===== config.mk =====
export PLATFORM = sky130hd
export DESIGN_NAME = cpu_pipe_ctrl
export DESIGN_NICKNAME = d
export VERILOG_FILES = /design/src/rtl/cpu_pkg.sv /design/src/rtl/cpu_scoreboard.sv /design/src/rtl/cpu_pipe_ctrl.sv
export SDC_FILE = /design/constraint.sdc
export NUM_CORES = 1
export LEC_CHECK = 0
export ABC_AREA = 0
export CORE_AREA = 2 2 63 89
export CTS_BUF_LIST = sky130_fd_sc_hd__clkbuf_16
export DETAILED_ROUTE_END_ITERATION = 6
export DIE_AREA = 0 0 65 91
export PLACE_DENSITY = 0.82
export RECOVER_POWER = 100
export SLEW_MARGIN = 20
export SYNTH_ARGS = -nofsm -noshare
export SYNTH_HDL_FRONTEND = slang
export SYNTH_SLANG_ARGS = --single-unit

===== constraint.sdc =====
create_clock -name clk -period 2.2 [get_ports clk]
set_clock_uncertainty 0.05 [all_clocks]
set_input_delay 0.22 -clock clk [delete_from_list [all_inputs] [get_ports clk]]
set_output_delay 0.22 -clock clk [all_outputs]
set_load 0.05 [all_outputs]

===== src/rtl/cpu_pkg.sv =====
// Shared constants and types for the CPU pipeline control slice.
// Register-file geometry and the pipeline sequencer state encoding.
package cpu_pkg;

  localparam int unsigned NREG = 16;
  localparam int unsigned REGW = $clog2(NREG);

  typedef enum logic [0:0] {
    RUN,
    JB_WAIT
  } pipe_state_t;

endpackage


===== src/rtl/cpu_scoreboard.sv =====
// Pending-write scoreboard: one bit per architectural register.
// Two source read ports plus a destination (WAW) read port.
module cpu_scoreboard
  import cpu_pkg::*;
#(
  parameter int unsigned NREG = cpu_pkg::NREG,
  parameter int unsigned REGW = cpu_pkg::REGW
) (
  input  logic            clk,
  input  logic            rst_n,
  input  logic            set_en,
  input  logic [REGW-1:0] set_idx,
  input  logic            clr_en,
  input  logic [REGW-1:0] clr_idx,
  input  logic [REGW-1:0] rd1_idx,
  input  logic [REGW-1:0] rd2_idx,
  input  logic [REGW-1:0] waw_idx,
  output logic            rd1_busy,
  output logic            rd2_busy,
  output logic            waw_busy,
  output logic [NREG-1:0] sb
);

  logic [NREG-1:0] sb_q, sb_d;

  // Clear first so a same-index set in the same cycle wins.
  always_comb begin
    sb_d = sb_q;
    if (clr_en) sb_d[clr_idx] = 1'b0;
    if (set_en) sb_d[set_idx] = 1'b1;
  end

  always_ff @(posedge clk) begin
    if (!rst_n) sb_q <= '0;
    else        sb_q <= sb_d;
  end

  assign rd1_busy = sb_q[rd1_idx];
  assign rd2_busy = sb_q[rd2_idx];
  assign waw_busy = sb_q[waw_idx];
  assign sb       = sb_q;

endmodule


===== src/rtl/cpu_pipe_ctrl.sv =====
// Central sequencer for the 5-stage pipeline: hazard-gated issue, jump/branch
// fetch freeze and redirect, global memory-wait freeze, and a stall counter.
module cpu_pipe_ctrl
  import cpu_pkg::*;
#(
  parameter int unsigned NREG = cpu_pkg::NREG,
  parameter int unsigned REGW = cpu_pkg::REGW,
  parameter int unsigned CNTW = 16
) (
  input  logic            clk,
  input  logic            rst_n,
  input  logic            dec_valid,
  input  logic [REGW-1:0] dec_rs1,
  input  logic [REGW-1:0] dec_rs2,
  input  logic            dec_rs1_used,
  input  logic            dec_rs2_used,
  input  logic            dec_wrt_en,
  input  logic [REGW-1:0] dec_wrt_reg,
  input  logic            dec_is_jb,
  input  logic            exec_jb_resolve,
  input  logic            exec_jb_taken,
  input  logic            mem_busy,
  input  logic            wb_wrt_en,
  input  logic [REGW-1:0] wb_wrt_reg,
  output logic            pc_en,
  output logic            pc_sel_target,
  output logic            if_dec_en,
  output logic            dec_flush,
  output logic            issue,
  output logic            exec_bubble,
  output logic            pipe_en,
  output logic [NREG-1:0] scoreboard,
  output logic [CNTW-1:0] stall_cycles
);

  pipe_state_t     state_q, state_d;
  logic [CNTW-1:0] stall_q, stall_d;
  logic            rs1_busy, rs2_busy, waw_busy, hazard;
  logic            pc_en_c, pc_sel_c, if_dec_en_c, dec_flush_c;
  logic            issue_c, exec_bubble_c, pipe_en_c;

  cpu_scoreboard #(
    .NREG (NREG),
    .REGW (REGW)
  ) u_scoreboard (
    .clk      (clk),
    .rst_n    (rst_n),
    .set_en   (issue & dec_wrt_en),
    .set_idx  (dec_wrt_reg),
    .clr_en   (wb_wrt_en & pipe_en),
    .clr_idx  (wb_wrt_reg),
    .rd1_idx  (dec_rs1),
    .rd2_idx  (dec_rs2),
    .waw_idx  (dec_wrt_reg),
    .rd1_busy (rs1_busy),
    .rd2_busy (rs2_busy),
    .waw_busy (waw_busy),
    .sb       (scoreboard)
  );

  assign hazard = (dec_rs1_used & rs1_busy) | (dec_rs2_used & rs2_busy) |
                  (dec_wrt_en & waw_busy);

  always_comb begin
    state_d       = state_q;
    pc_en_c       = 1'b0;
    pc_sel_c      = 1'b0;
    if_dec_en_c   = 1'b0;
    dec_flush_c   = 1'b0;
    issue_c       = 1'b0;
    exec_bubble_c = 1'b0;
    pipe_en_c     = 1'b0;
    // A memory wait freezes everything; EXEC keeps presenting its resolve.
    if (!mem_busy) begin
      pipe_en_c = 1'b1;
      unique case (state_q)
        RUN: begin
          issue_c       = dec_valid & ~hazard;
          exec_bubble_c = ~issue_c;
          pc_en_c       = issue_c | ~dec_valid;
          if_dec_en_c   = issue_c | ~dec_valid;
          if (issue_c && dec_is_jb) state_d = JB_WAIT;
        end
        JB_WAIT: begin
          exec_bubble_c = 1'b1;
          if (exec_jb_resolve) begin
            pc_en_c = 1'b1;
            state_d = RUN;
            // Not taken: the held fall-through instruction in DEC is already correct.
            if (exec_jb_taken) begin
              pc_sel_c    = 1'b1;
              dec_flush_c = 1'b1;
              if_dec_en_c = 1'b1;
            end
          end
        end
        default: state_d = RUN;
      endcase
    end
  end

  always_comb begin
    stall_d = stall_q;
    if (dec_valid && !issue && !(&stall_q)) stall_d = stall_q + 1'b1;
  end

  always_ff @(posedge clk) begin
    if (!rst_n) begin
      state_q <= RUN;
      stall_q <= '0;
    end else begin
      state_q <= state_d;
      stall_q <= stall_d;
    end
  end

  assign pc_en         = rst_n & pc_en_c;
  assign pc_sel_target = rst_n & pc_sel_c;
  assign if_dec_en     = rst_n & if_dec_en_c;
  assign dec_flush     = rst_n & dec_flush_c;
  assign issue         = rst_n & issue_c;
  assign exec_bubble   = rst_n & exec_bubble_c;
  assign pipe_en       = rst_n & pipe_en_c;
  assign stall_cycles  = stall_q;

endmodule


# [Word level (Yosys, flattened, before mapping)]
# Index checks and enable logic that the tools add are counted.
[op_classes] add_sub_neg=1 mul=0 div_mod_pow=0 order_cmp=6 eq_ne=0 shifts=0 muxes=29 bitwise=22 reduce_logical=8
[ops] cell="$mux W16" count=2
[ops] cell="$lt A4 B5 Y1 const B" count=4
[ops] cell="$mux W1" count=18
[ops] cell="$add A16 B1 Y16 const B" count=1
[ops] cell="$and A16 B16 Y16" count=1
[ops] cell="$not A16 Y16" count=1
[ops] cell="$or A16 B16 Y16" count=1
[ops] cell="$reduce_and A16 Y1" count=1
[ops] cell="$and A1 B1 Y1" count=12
[ops] cell="$bmux W1 S4" count=3
[ops] cell="$demux W1 S4" count=2
[ops] cell="$ge A4 B1 Y1 const B" count=2
[ops] cell="$pmux W1 S2" count=4
[ops] cell="$logic_and A1 B1 Y1" count=5
[ops] cell="$not A1 Y1" count=4
[ops] cell="$or A1 B1 Y1" count=3
[ops] cell="$logic_not A1 Y1" count=2
[totals] register_bits=33 latchBits=0 ram_bits=0 romBits=0 input_bits=27 out_inout_bits=39 wordCells=69 memories=0

# [Depth between registers and ports, before layout]
# Gate-level depths: netlist of run 1.
[logic_depth] word_depth=13 mapped_depth=10 depth_no_buf=7

# [By module]
# Synthesis of run 1 repeated with hierarchy kept, for this count alone.
[hier_totals] hier_cells=228 hier_area_um2=2175.8
[modules_own_cells] module="cpu_scoreboard" instances=1 cells_per_inst=104 area_per_inst_um2=1132.3 seq_area_each_um2=320.3
[modules_own_cells] module="cpu_pipe_ctrl" instances=1 cells_per_inst=124 area_per_inst_um2=1043.5 seq_area_each_um2=340.3

# [Worst setup path after synthesis of run 1]
# OpenSTA, ideal clock, no wires.
[synth_timing] kind="register to register" startpoint="reg u_scoreboard.sb_q[3], in the netlist u_scoreboard.sb[3]" endpoint="reg u_scoreboard.sb_q[0], in the netlist u_scoreboard.sb[0]" setup_time_ns=0.069 arrival_ns=2.771 t_required_ns=2.081 setup_slack_ns=-0.690 stages_incl_launch_ff=7 path_buffers=0 period_less_slack_ns=2.890 path_cell_list="dfxtp_1 -> mux4_1 -> o2111ai_1 -> nand4_2 -> nor3_4 -> or4b_4 -> o21ai_1"
[synth_between] elab_chain_cells=12 elab_cells_between_ends=18 classes_between="mux: 9; bitwise: 9"
[synth_lines] element="from (decl)" line_no="cpu_scoreboard.sv:24" text="logic [NREG-1:0] sb_q, sb_d;"
[synth_lines] element="from (signal assigned)" line_no="cpu_scoreboard.sv:34" text="if (!rst_n) sb_q <= '0;"
[synth_lines] element="from (signal assigned)" line_no="cpu_scoreboard.sv:35" text="else sb_q <= sb_d;"
[synth_lines] element="$bmux W1 S4 (on tied branches)" line_no="cpu_scoreboard.sv:38, cpu_scoreboard.sv:39"
[synth_lines] element="$mux W1 (on tied branches)" line_no="cpu_scoreboard.sv:38, cpu_scoreboard.sv:39"
[synth_lines] element="$and A1 B1 Y1" line_no="cpu_pipe_ctrl.sv:61" text="assign hazard = (dec_rs1_used & rs1_busy) | (dec_rs2_used & rs2_busy) |"
[synth_lines] element="$or A1 B1 Y1" line_no="cpu_pipe_ctrl.sv:61"
[synth_lines] element="$or A1 B1 Y1 *" line_no="cpu_pipe_ctrl.sv:61"
[synth_lines] element="$not A1 Y1 *" line_no="cpu_pipe_ctrl.sv:78" text="issue_c = dec_valid & ~hazard;"
[synth_lines] element="$and A1 B1 Y1 *" line_no="cpu_pipe_ctrl.sv:78"
[synth_lines] element="$mux W1 *" line_no="cpu_pipe_ctrl.sv:76" text="unique case (state_q)"
[synth_lines] element="$mux W1 *" line_no="cpu_pipe_ctrl.sv:74" text="if (!mem_busy) begin"
[synth_lines] element="$and A1 B1 Y1 *" line_no="cpu_pipe_ctrl.sv:121" text="assign issue = rst_n & issue_c;"
[synth_lines] element="net issue" line_no="cpu_pipe_ctrl.sv:29" text="output logic issue,"
[synth_lines] element="$and A1 B1 Y1 *" line_no="cpu_pipe_ctrl.sv:48" text=".set_en (issue & dec_wrt_en),"
[synth_lines] element="$mux W16 *" line_no="cpu_scoreboard.sv:30" text="if (set_en) sb_d[set_idx] = 1'b1;"
# The timed path passes the listed nets; every way through them passes the cells marked *. The select of a mux whose other input is x is not followed.
# A chain may end at the register's enable or synchronous reset.

# [Worst setup path after layout of run 1]
[layout_timing] startpoint="reg u_scoreboard.sb_q[7], in the netlist u_scoreboard.sb[7]" endpoint="out if_dec_en"
[layout_between] elab_chain_cells=11 elab_cells_between_ends=17 classes_between="mux: 8; bitwise: 9"
[layout_lines] element="$bmux W1 S4 (on tied branches)" line_no="cpu_scoreboard.sv:38, cpu_scoreboard.sv:39"
[layout_lines] element="$mux W1 (on tied branches)" line_no="cpu_scoreboard.sv:38, cpu_scoreboard.sv:39"
[layout_lines] element="$and A1 B1 Y1" line_no="cpu_pipe_ctrl.sv:61"
[layout_lines] element="$or A1 B1 Y1" line_no="cpu_pipe_ctrl.sv:61"
[layout_lines] element="$or A1 B1 Y1 *" line_no="cpu_pipe_ctrl.sv:61"
[layout_lines] element="$not A1 Y1 *" line_no="cpu_pipe_ctrl.sv:78"
[layout_lines] element="$and A1 B1 Y1 *" line_no="cpu_pipe_ctrl.sv:78"
[layout_lines] element="$or A1 B1 Y1 *" line_no="cpu_pipe_ctrl.sv:81" text="if_dec_en_c = issue_c | ~dec_valid;"
[layout_lines] element="$pmux W1 S2 *" line_no="cpu_pipe_ctrl.sv:76"
[layout_lines] element="$mux W1 *" line_no="cpu_pipe_ctrl.sv:74"
[layout_lines] element="$and A1 B1 Y1 *" line_no="cpu_pipe_ctrl.sv:119" text="assign if_dec_en = rst_n & if_dec_en_c;"
[layout_lines] element="to (decl)" line_no="cpu_pipe_ctrl.sv:27" text="output logic if_dec_en,"
# Every way passes the cells marked *; elsewhere a longest branch is shown, timed or not. The select of a mux whose other input is x is not followed.

==> results of run 1 <==
-- synthesized netlist by cell type, types with 5 or more instances --
| library cell | instances | area share |
|---|---|---|
| nor2_1 | 6 | 0.011 |
| dfxtp_1 | 33 | 0.32 |
| inv_1 | 9 | 0.016 |
| o211ai_1 | 14 | 0.051 |
| nand2_1 | 16 | 0.029 |
| a21boi_0 | 8 | 0.029 |
| o21ai_0 | 23 | 0.056 |
| nand4_1 | 6 | 0.018 |
| o2111ai_1 | 5 | 0.021 |
| nand3_1 | 8 | 0.019 |
| mux2i_1 | 11 | 0.053 |
| or3_1 | 7 | 0.021 |
| nand2b_1 | 6 | 0.018 |
-- repair_timing --
action                                  in CTS  in global routing
endpoints found under the setup margin      36                 36
setup buffers                                2                  3
gates resized for setup                     31                 24
endpoints found under the hold margin        0                  0
pin swaps                                    5                 12
-- routing by layer --
layer	GRT usage	part of all wire	vias up
met5	0	0	-
met4	0.137	0.046	0
met3	0.0620	0.076	30
met2	0.434	0.53	114
met1	0.242	0.35	1091
li1	-	-	1085
-- final timing paths --
path / endpoint / depth (start not counted) / start / slack, ns
worst max register to register: stall_cycles[0]$_SDFFE_PN0P_ / 8 / u_scoreboard.sb[7]$_SDFF_PN0_ / -0.11
worst min register to register: stall_cycles[4]$_SDFFE_PN0P_ / 2 / stall_cycles[4]$_SDFFE_PN0P_ / 0.44
worst min-delay path: u_scoreboard.sb[3]$_SDFF_PN0_ / 5 / dec_wrt_en / 0.43
worst max-delay path: if_dec_en / 7 / u_scoreboard.sb[7]$_SDFF_PN0_ / -0.19
-- critical path, cell delays in order, from the launching register on --
cell and delay, ns:
dfxtp_4 0.36, mux4_2 0.52, o2111ai_4 0.24, nand4_4 0.15, o21ai_2 0.15, nand2_2 0.09
a21oi_2 0.16, buf_12 0.16
-- logic make-up (layout without fill, tap and decap cells) --
family,count (synthesis),count (layout)
XOR/XNOR,1,1
AND/OR/NAND/NOR,74,74
adder cells (fa/ha/maj),1,1
multiplexers,19,19
buffers and inverters,21,119
AO/OA/AOI/OAI,78,78
flip-flops,33,33
-- report_power, final --
group | switching [mW] | internal, mW | total, mW | leakage [nW]
clock | 0.260 | 0.530 | 0.790 | 0.0801
combinational | 0.175 | 0.150 | 0.325 | 0.976
sequential | 0.00454 | 0.593 | 0.597 | 0.280
-- registers in the layout (all words and copies together), names as in the netlist --
signal,cells
stall_cycles,16
state_q,1
u_scoreboard.sb,16
-- stage by stage --
step	util	total power [mW]	worst slack (ns)
floorplan	-	0.771	-0.433
global placement	0.615	0.906	-0.588
detailed placement	0.615	0.912	-0.691
CTS	0.666	1.72	-0.199
global route	0.673	1.76	-0.265
finish	0.673	1.71	-0.191
-- final cells by class --
| cell class | instances | area, um2 | share of cell area |
|---|---|---|---|
| flip-flops and latches | 33 | 712 | 0.208 |
| well taps | 66 | 82.6 | 0.0242 |
| clock buffers | 5 | 125 | 0.0366 |
| multi-input cells | 173 | 1440 | 0.422 |
| clock inverters | 3 | 41.3 | 0.0121 |
| inverters | 9 | 33.8 | 0.00988 |
| repair buffers | 102 | 980 | 0.287 |
==> results_dict.tcl, run 1 <==
set metrics [dict create \
    maxCapViolations 0 \
    place_congestion 0.880 \
    rows 31 \
    first_global_vias 2418 \
    final_common_cell "buf_4" \
    clk-insertion-delay-late_ns 0.28 \
    drt_pre_antenna_iters 5 \
    status "finished, violations left" \
    hold_path_class "in2reg" \
    grt_pass1_wl_um 11200 \
    instances_no_fill 391 \
    drt_iter0_markers 95 \
    drive_gt1_frac 0.351 \
    startpoint_type "register" \
    dieArea_mm2 0.00592 \
    synth_fa_ha_area_frac 0.00604 \
    yosys.area_share.xor_xnor 0.00423 \
    hold_ws_ns 0.429 \
    ios 66 \
    path_max_fanout 5 \
    power_density_mw_per_mm2 501 \
    initial_utilization 0.408 \
    finalNetCount 352 \
    worstMarginPinSlew_ns 0.620 \
    hold_buffers 0 \
    tns_ns -1.88 \
    syn_avg_cell_area_um2 9.13 \
    muxShareOfSynthArea 0.135 \
    io_buffers 65 \
    final_area_mm2 0.00342 \
    post-place-cells 378 \
    synth_compound_area_frac 0.262 \
    post-route-period-util 1.09 \
    totalWireLength_um 7120 \
    finalSetupViolCount 23 \
    cts_buffers 5 \
    htreeDepth 2 \
    cp_data_required_time_ns 1.93 \
    synth_top_flop_cell "dfxtp_1" \
    area_growth_pct 65.0 \
    vdd_drop_max_uv 460 \
    syn_inst 227 \
    syn-num-nets 255 \
    rsz0062_at_grt "true" \
    grt-ovfl-total 0 \
    synth.distinct_cells 48 \
    ant_nets 0 \
    postSynth.asyncResetShare 0 \
    tritoncts "yes" \
    fin_ws_ns -0.191 \
    num_antenna_cells 0 \
    clock_sinks 33 \
    final_max_slew_viol_count 0 \
    fill_cells 398 \
    core_mm2 0.00508 \
    postPlaceCellArea_mm2 0.00312 \
    vias_per_cell 5.93 \
    synth_edf_count 0 \
    worst_ep_arrival_time_ns 2.12 \
    post-route-drc-count 0 \
    yosys_warnings 0 \
    hold_viol_final 0 \
    cts_max_path_buffers 2 \
    slew-limit-headroom 0.588 \
    violations "negative setup slack" \
    synth_top_family_by_area "compound AO/OA/AOI/OAI gates" \
    hpwl_um 5070 \
    max_clock_freq_mhz 418 \
    synth_seq_area_share 0.319 \
    die_width_um 65 \
    clk_transition_reported_paths_ns 0.05 \
    yosys.area_share.simple 0.217 \
    antenna_found_initial 0 \
    min_period_ns 2.39 \
    root_buffer "clkbuf_16" \
    path_class "reg2out" \
    syn_area_mm2 0.00207 \
    synth_seq_cells 33 \
    die_h_um 91 \
    p_leak_nw 1.34 \
    grt_max_degree 41 \
    endpoint_kind "output port" \
    wl_per_cell_um 18.2 \
    track_usage 0.240 \
    num_vias 2320 \
    final_cell_mix "buf_4 (34), dlygate4sd3_1 (32), o21ai_1 (19), nand2_1 (15), clkdlybuf4s50_1 (15)" \
]
Power figures use the tool's default switching activity.
==> inputs of run 2 (changes only) <==
- ABC_AREA: 0 -> 1
- CORE_AREA: 2 2 63 89 -> 2 2 67 94
- DIE_AREA: 0 0 65 91 -> 0 0 69 96
- PLACE_DENSITY: 0.82 -> 0.83
==> run 2 against run 1 <==
The run now ends clean. Sequential cell count unchanged. Hold slack improved by 0.024 ns. Routed wire length increased by 17%. Sequential power increased by 2%. Final area increased by 7.6%. Power increased by 2.4%. Synthesized cell count increased by 79%. Synthesized area increased by 20%. Register-to-register slack improved by 0.28 ns. First-iteration DRC count increased by 76%. Sequential share of layout area decreased by 2.6 points. Critical path type is now in2out. Critical endpoint is now exec_bubble.
==> results_dict.tcl, run 2 <==
set metrics [dict create \
    syn_inst 407 \
    drt_iter0_markers 167 \
    final_area_mm2 0.00368 \
    finalSetupViolCount 0 \
    root_buffer "clkbuf_16" \
    clk_transition_reported_paths_ns 0.06 \
    total_power_mw 1.75 \
    num_antenna_cells 0 \
    grt_max_degree 32 \
    grt_pass1_wl_um 13200 \
    hp-start "stall_cycles[1]$_SDFFE_PN0P_" \
    synth_seq_cells 33 \
    postSynth.asyncResetShare 0 \
    dieArea_mm2 0.00662 \
    core_mm2 0.00578 \
    syn_area_mm2 0.00248 \
    tns_ns 0 \
    cp_data_required_time_ns 1.93 \
    yosys_warnings 0 \
    path_class "in2out" \
    finalNetCount 521 \
    hold_buffers 0 \
    place_ws_ns -0.265 \
    clk-insertion-delay-late_ns 0.28 \
    p_leak_nw 1.61 \
    drive_gt1_frac 0.223 \
    status "finished clean" \
    die_h_um 96 \
    fill_cells 515 \
    synth_seq_area_share 0.266 \
    synth.distinct_cells 28 \
    power.switching_mw 0.475 \
    netlist.area_leader.share 0.266 \
    r2r_cells 15 \
    yosysTopAreaCell "dfxtp_1" \
    hold_path_class "reg2reg" \
    swShare 0.271 \
    first_global_vias 2938 \
    track_usage 0.242 \
    cts_max_path_buffers 2 \
    syn-num-nets 435 \
    seq_power_share 0.349 \
    max_clock_freq_mhz 469 \
    final_common_cell "nand2_1" \
    post-route-period-util 0.968 \
    ant_nets 0 \
    min_delay_worst_endpoint "stall_cycles[1]$_SDFFE_PN0P_" \
    vdd_drop_max_uv 351 \
    area_growth_pct 48.3 \
    r2r_setup_slack_ns 0.17 \
    antenna_found_initial 0 \
    vias_per_cell 5.50 \
    synth_area_leaders "dfxtp_1 (27%), nand2_1 (14%), nand3_1 (9.7%)" \
    regToRegEndpoint "stall_cycles[8]$_SDFFE_PN0P_" \
    clkPwrFrac 0.445 \
    syn_avg_cell_area_um2 6.10 \
    endpoint_kind "output port" \
    grt-ovfl-total 0 \
    worstMarginPinSlew_ns 0.510 \
    instances_no_fill 564 \
    htreeDepth 2 \
    tritoncts "yes" \
    ios 66 \
    worst_ep_arrival_time_ns 1.86 \
    num_vias 3102 \
    r2r-start "u_scoreboard.sb[8]$_SDFF_PN0_" \
    hold_ws_ns 0.453 \
    clock_sinks 33 \
    fin_ws_ns 0.0695 \
    min_period_ns 2.13 \
    slew-limit-headroom 0.659 \
    path_max_fanout 3 \
    final_max_slew_viol_count 0 \
    post-place-cells 551 \
    synth_edf_count 0 \
    cts_buffers 5 \
    place_congestion 0.985 \
    die_width_um 69 \
    synth_top_flop_cell "dfxtp_1" \
    comb_power_share 0.206 \
    drt_pre_antenna_iters 5 \
    post-route-drc-count 0 \
    final_cell_mix "nand2_1 (91), nor2_1 (50), nand3_1 (45), inv_1 (33), dlygate4sd3_1 (29)" \
    hold_viol_final 0 \
    postPlaceCellArea_mm2 0.00341 \
    wl_per_cell_um 14.8 \
    io_buffers 65 \
    min_delay_path_depth 2 \
    initial_utilization 0.429 \
    rows 33 \
    startpoint_type "input port" \
    hpwl_um 6010 \
    yosysMostFrequentCell "nand2_1" \
    intPower_mw 1.28 \
    ys_top_cells_by_count "nand2_1 (94), nor2_1 (55), nand3_1 (48), inv_1 (45), dfxtp_1 (33)" \
    totalWireLength_um 8320 \
    maxCapViolations 0 \
    final_util 0.636 \
    power_density_mw_per_mm2 477 \
]
==> run 2: cell types whose count changed after synthesis, moves of 14 or more <==
| cell | delta |
|---|---|
| inv_1 | +36 |
| a21oi_1 | +23 |
| nor2_1 | +49 |
| nand3_1 | +40 |
| nand2_1 | +78 |
| o211ai_1 | -14 |
==> run 2: worst max path at each step <==
| stage | from | to | slack [ns] | cells after the start |
|---|---|---|---|---|
| floorplan | stall_cycles[2]$_SDFFE_PN0P_ | stall_cycles[0]$_SDFFE_PN0P_ | 0.01 | 8 |
| global placement | dec_wrt_reg[1] | pc_en | -0.17 | 13 |
| detailed placement | dec_wrt_reg[1] | if_dec_en | -0.26 | 13 |
| CTS | u_scoreboard.sb[10]$_SDFF_PN0_ | if_dec_en | -0.01 | 12 |
| global route | dec_wrt_reg[3] | exec_bubble | -0.01 | 12 |
| finish | dec_wrt_reg[3] | exec_bubble | 0.07 | 12 |
==> run 2: worst max-delay path, stage by stage <==
cell	delay, ns
clkdlybuf4s50_1	0.53
inv_1	0.07
nand2_1	0.08
inv_1	0.05
nand2_2	0.05
nand2_2	0.05
buf_4	0.12
o21ai_1	0.12
nand3_1	0.17
nor2_4	0.20
nor2_4	0.05
buf_12	0.14
==> run 2: what timing repair did <==
item                                    CTS  global route
pin swaps                                 1             8
gates resized for setup                  12            38
setup buffers                             0             3
endpoints found under the setup margin    4             4
cloned                                    2             0
==> run 2: cell families after synthesis <==
kind of cell | after synthesis | synth area share
AO/OA/AOI/OAI | 58 | 0.137
AND/OR/NAND/NOR | 237 | 0.435
buffers and inverters | 64 | 0.107
adder cells (fa/ha/maj) | 1 | 0.00504
XOR/XNOR | 14 | 0.0494
flip-flops | 33 | 0.266
==> run 2: per-layer routing <==
layer,vias up,global-route usage,routed length [um]
met1,1424,0.252,3060
li1,1498,-,-
met3,30,0.0356,474
met2,150,0.460,4420
met5,-,0,0
met4,0,0.144,362
==> run 2: layout make-up <==
cell class                      instances  area [um2]  area share
Clock buffer                            5         125      0.0340
Clock inverter                          3        37.5      0.0102
Inverter                               49         191      0.0520
Multi-Input combinational cell        310        1610       0.437
Sequential cell                        33         671       0.182
Tap cell                               70        87.6      0.0238
Timing Repair Buffer                   94         960       0.261
==> run 2: power groups by stage <==
| stage | clock, mW | sequential [mW] | combinational (mW) |
|---|---|---|---|
| after floorplan | 0 | 0.637 | 0.172 |
| after global placement | 0 | 0.623 | 0.336 |
| after detailed placement | 0 | 0.623 | 0.341 |
| after CTS | 0.783 | 0.611 | 0.348 |
| after global routing | 0.804 | 0.611 | 0.388 |
| final | 0.780 | 0.611 | 0.362 |
==> RTL change (flow settings as in run 1) <==
Make the reset (`rst_n`) asynchronous in 2 clocked blocks.
--- a/src/rtl/cpu_scoreboard.sv
+++ b/src/rtl/cpu_scoreboard.sv
@@ -31,5 +31,5 @@
   end
 
-  always_ff @(posedge clk) begin
+  always_ff @(posedge clk or negedge rst_n) begin
     if (!rst_n) sb_q <= '0;
     else        sb_q <= sb_d;
--- a/src/rtl/cpu_pipe_ctrl.sv
+++ b/src/rtl/cpu_pipe_ctrl.sv
@@ -105,5 +105,5 @@
   end
 
-  always_ff @(posedge clk) begin
+  always_ff @(posedge clk or negedge rst_n) begin
     if (!rst_n) begin
       state_q <= RUN;
Function: differs if rst_n is asserted again (counterexample within 4 cycles, from zero or initial values and one cycle with rst_n low); with rst_n held inactive, the same outputs for 10 cycles.
==> RTL change against run 1 <==
The run still ends with negative setup slack left; setup slack got worse by 0.12 ns; synthesized area rose by 1.1%; first-iteration DRC count rose by 57%; cell area rose by 7.4%; sequential cell count did not move; routed wire length rose by 8.4%.
Power is not compared: it rests on default switching activity, and its combinational part moved more than twofold at a synthesized area within 25%.
==> RTL change: results (changes against run 1) <==
| Metric | Value |
|---|---|
| Status | `finished with violations` |
| Violated checks | `negative setup slack` |
| Most frequent cells after synthesis | `dfrtp_1, nand2_1, o21ai_0, mux2i_1, xnor2_1` |
| Drt first pass iters | `4 (-1)` |
| Final Setup Violations | `35 (+52%)` |
| Share of layout cells above drive strength 1 | `39.39% (+4.3 points)` |
| DPL Wire Length | `5.518 mm (+8.8%)` |
| Global Route Usage Sum | `26.02% (+2.0 points)` |
| Postcts setup bufs | `7 (+5)` |
| Post-route setup slack | `-0.3159 ns (-0.1248 ns)` |
| Fraction of registers with async set/reset | `100.0% (+100 points)` |
| Placed Area | `3224 µm² (+3.2%)` |
| Max-Slew Margin vs Limit | `45.69% (-13 points)` |
| # placed instances | `376 (-0.53%)` |
| GP Congestion | `0.9899 (+13%)` |
| DRT iter0 DRCs | `149 (+57%)` |
| Largest net degree at the start of global routing | `34 (-17%)` |
| Vias in the first global route | `2391 (-1.1%)` |
| Crit-path max FO | `4 (-1)` |
| Synth Net Count | `244 (-4.3%)` |
| Post-synth cell types | `40 (-17%)` |
| Post-synthesis sequential area ratio | `39.43% (+7.5 points)` |
| CP arrival | `2.25 ns (+0.13 ns)` |
| Post-CTS resize count | `25 (-19%)` |
| Final WL | `7.719 mm (+8.4%)` |
| Synth area leaders | `dfrtp_1, mux2i_1, o21ai_0, xnor2_1, mux4_2` |
| Via-to-Cell Ratio | `5.755 (-3.0%)` |
| Vias | `2279 (-1.8%)` |
| First-pass GRT wire length | `11.72 mm (+4.4%)` |
## RTL change: cell types whose count changed after synthesis, moves of 4 or more
cell | run 1 | this run
nand4b_1 | 4 | 0
a21boi_1 | 4 | 0
dfrtp_1 | 0 | 33
a21boi_0 | 8 | 0
o211ai_1 | 14 | 0
dfxtp_1 | 33 | 0
nand4_1 | 6 | 10
and3_1 | 1 | 7
o21ai_2 | 0 | 7
nand2_1 | 16 | 24
or3_1 | 7 | 1
o311ai_0 | 4 | 0
xnor2_1 | 1 | 12
## RTL change: cell families after synthesis
kind of cell	share of synthesized area, %
xor+xnor	6.273
fa+ha+maj	0.5973
mux	13.62
simple gates	20.07
flops	39.43
compound gates	15.47
buf+inv	4.540
## RTL change: layout make-up
| class | instances | area, µm² |
|---|---|---|
| Clock buffer | 5 | 125.1 |
| Clock inverter | 3 | 13.76 |
| Fill cell | 352 | 1410 |
| Timing Repair Buffer | 115 | 1121 |
| Sequential cell | 33 | 847.1 |
| Tap cell | 66 | 82.58 |
| Inverter | 10 | 37.54 |
| Multi-Input combinational cell | 164 | 1444 |
## RTL change: report_power, final
part	total (mW)	switching [mW]	internal [mW]
Combinational	1.10	0.668	0.437
Sequential	0.841	0.132	0.709
Clock	0.661	0.251	0.410
Total	2.61	1.05	1.56
## RTL change: metal layers
| layer | routed length [µm] | GRT usage, % | part of all wire, % | vias to the layer above |
|---|---|---|---|---|
| met2 | 4262 | 46.91 | 55 | 114 |
| li1 | - | - | - | 1018 |
| met3 | 447 | 3.841 | 5.8 | 39 |
| met5 | 0 | 0 | 0 | - |
| met4 | 462 | 15.60 | 6.0 | 0 |
| met1 | 2548 | 27.74 | 33 | 1108 |
## RTL change: worst min-delay path: stages
cell	delay (ns)
dlymetal6s2s_1	0.22
buf_4	0.18
o41ai_1	0.08
## RTL change: metrics by stage
step | util [%] | total power, mW | worst slack [ns] | setup TNS, ns
2_1_floorplan | - | 1.428 | -0.4672 | -8.531
3_3_place_gp | 63.46 | 1.846 | -0.4361 | -13.12
3_5_place_dp | 63.46 | 1.873 | -0.5346 | -14.74
4_1_cts | 69.27 | 2.573 | -0.3238 | -3.271
5_1_grt | 72.25 | 2.703 | -0.3727 | -6.234
6_report | 72.25 | 2.607 | -0.3159 | -3.906
## RTL change: worst paths after layout
kind,endpoint,slack [ns],cells after the start,from
max in group asynchronous,u_scoreboard.sb[7],0.95,2,rst_n
hold / removal,u_scoreboard.sb[6],0.40,3,dec_wrt_reg[3]
setup / recovery,issue,-0.32,6,u_scoreboard.sb[7]
setup reg to reg,u_scoreboard.sb[13],-0.22,9,u_scoreboard.sb[7]
min in group asynchronous,state_q,0.58,2,rst_n
hold reg to reg,stall_cycles[15],0.44,1,stall_cycles[15]
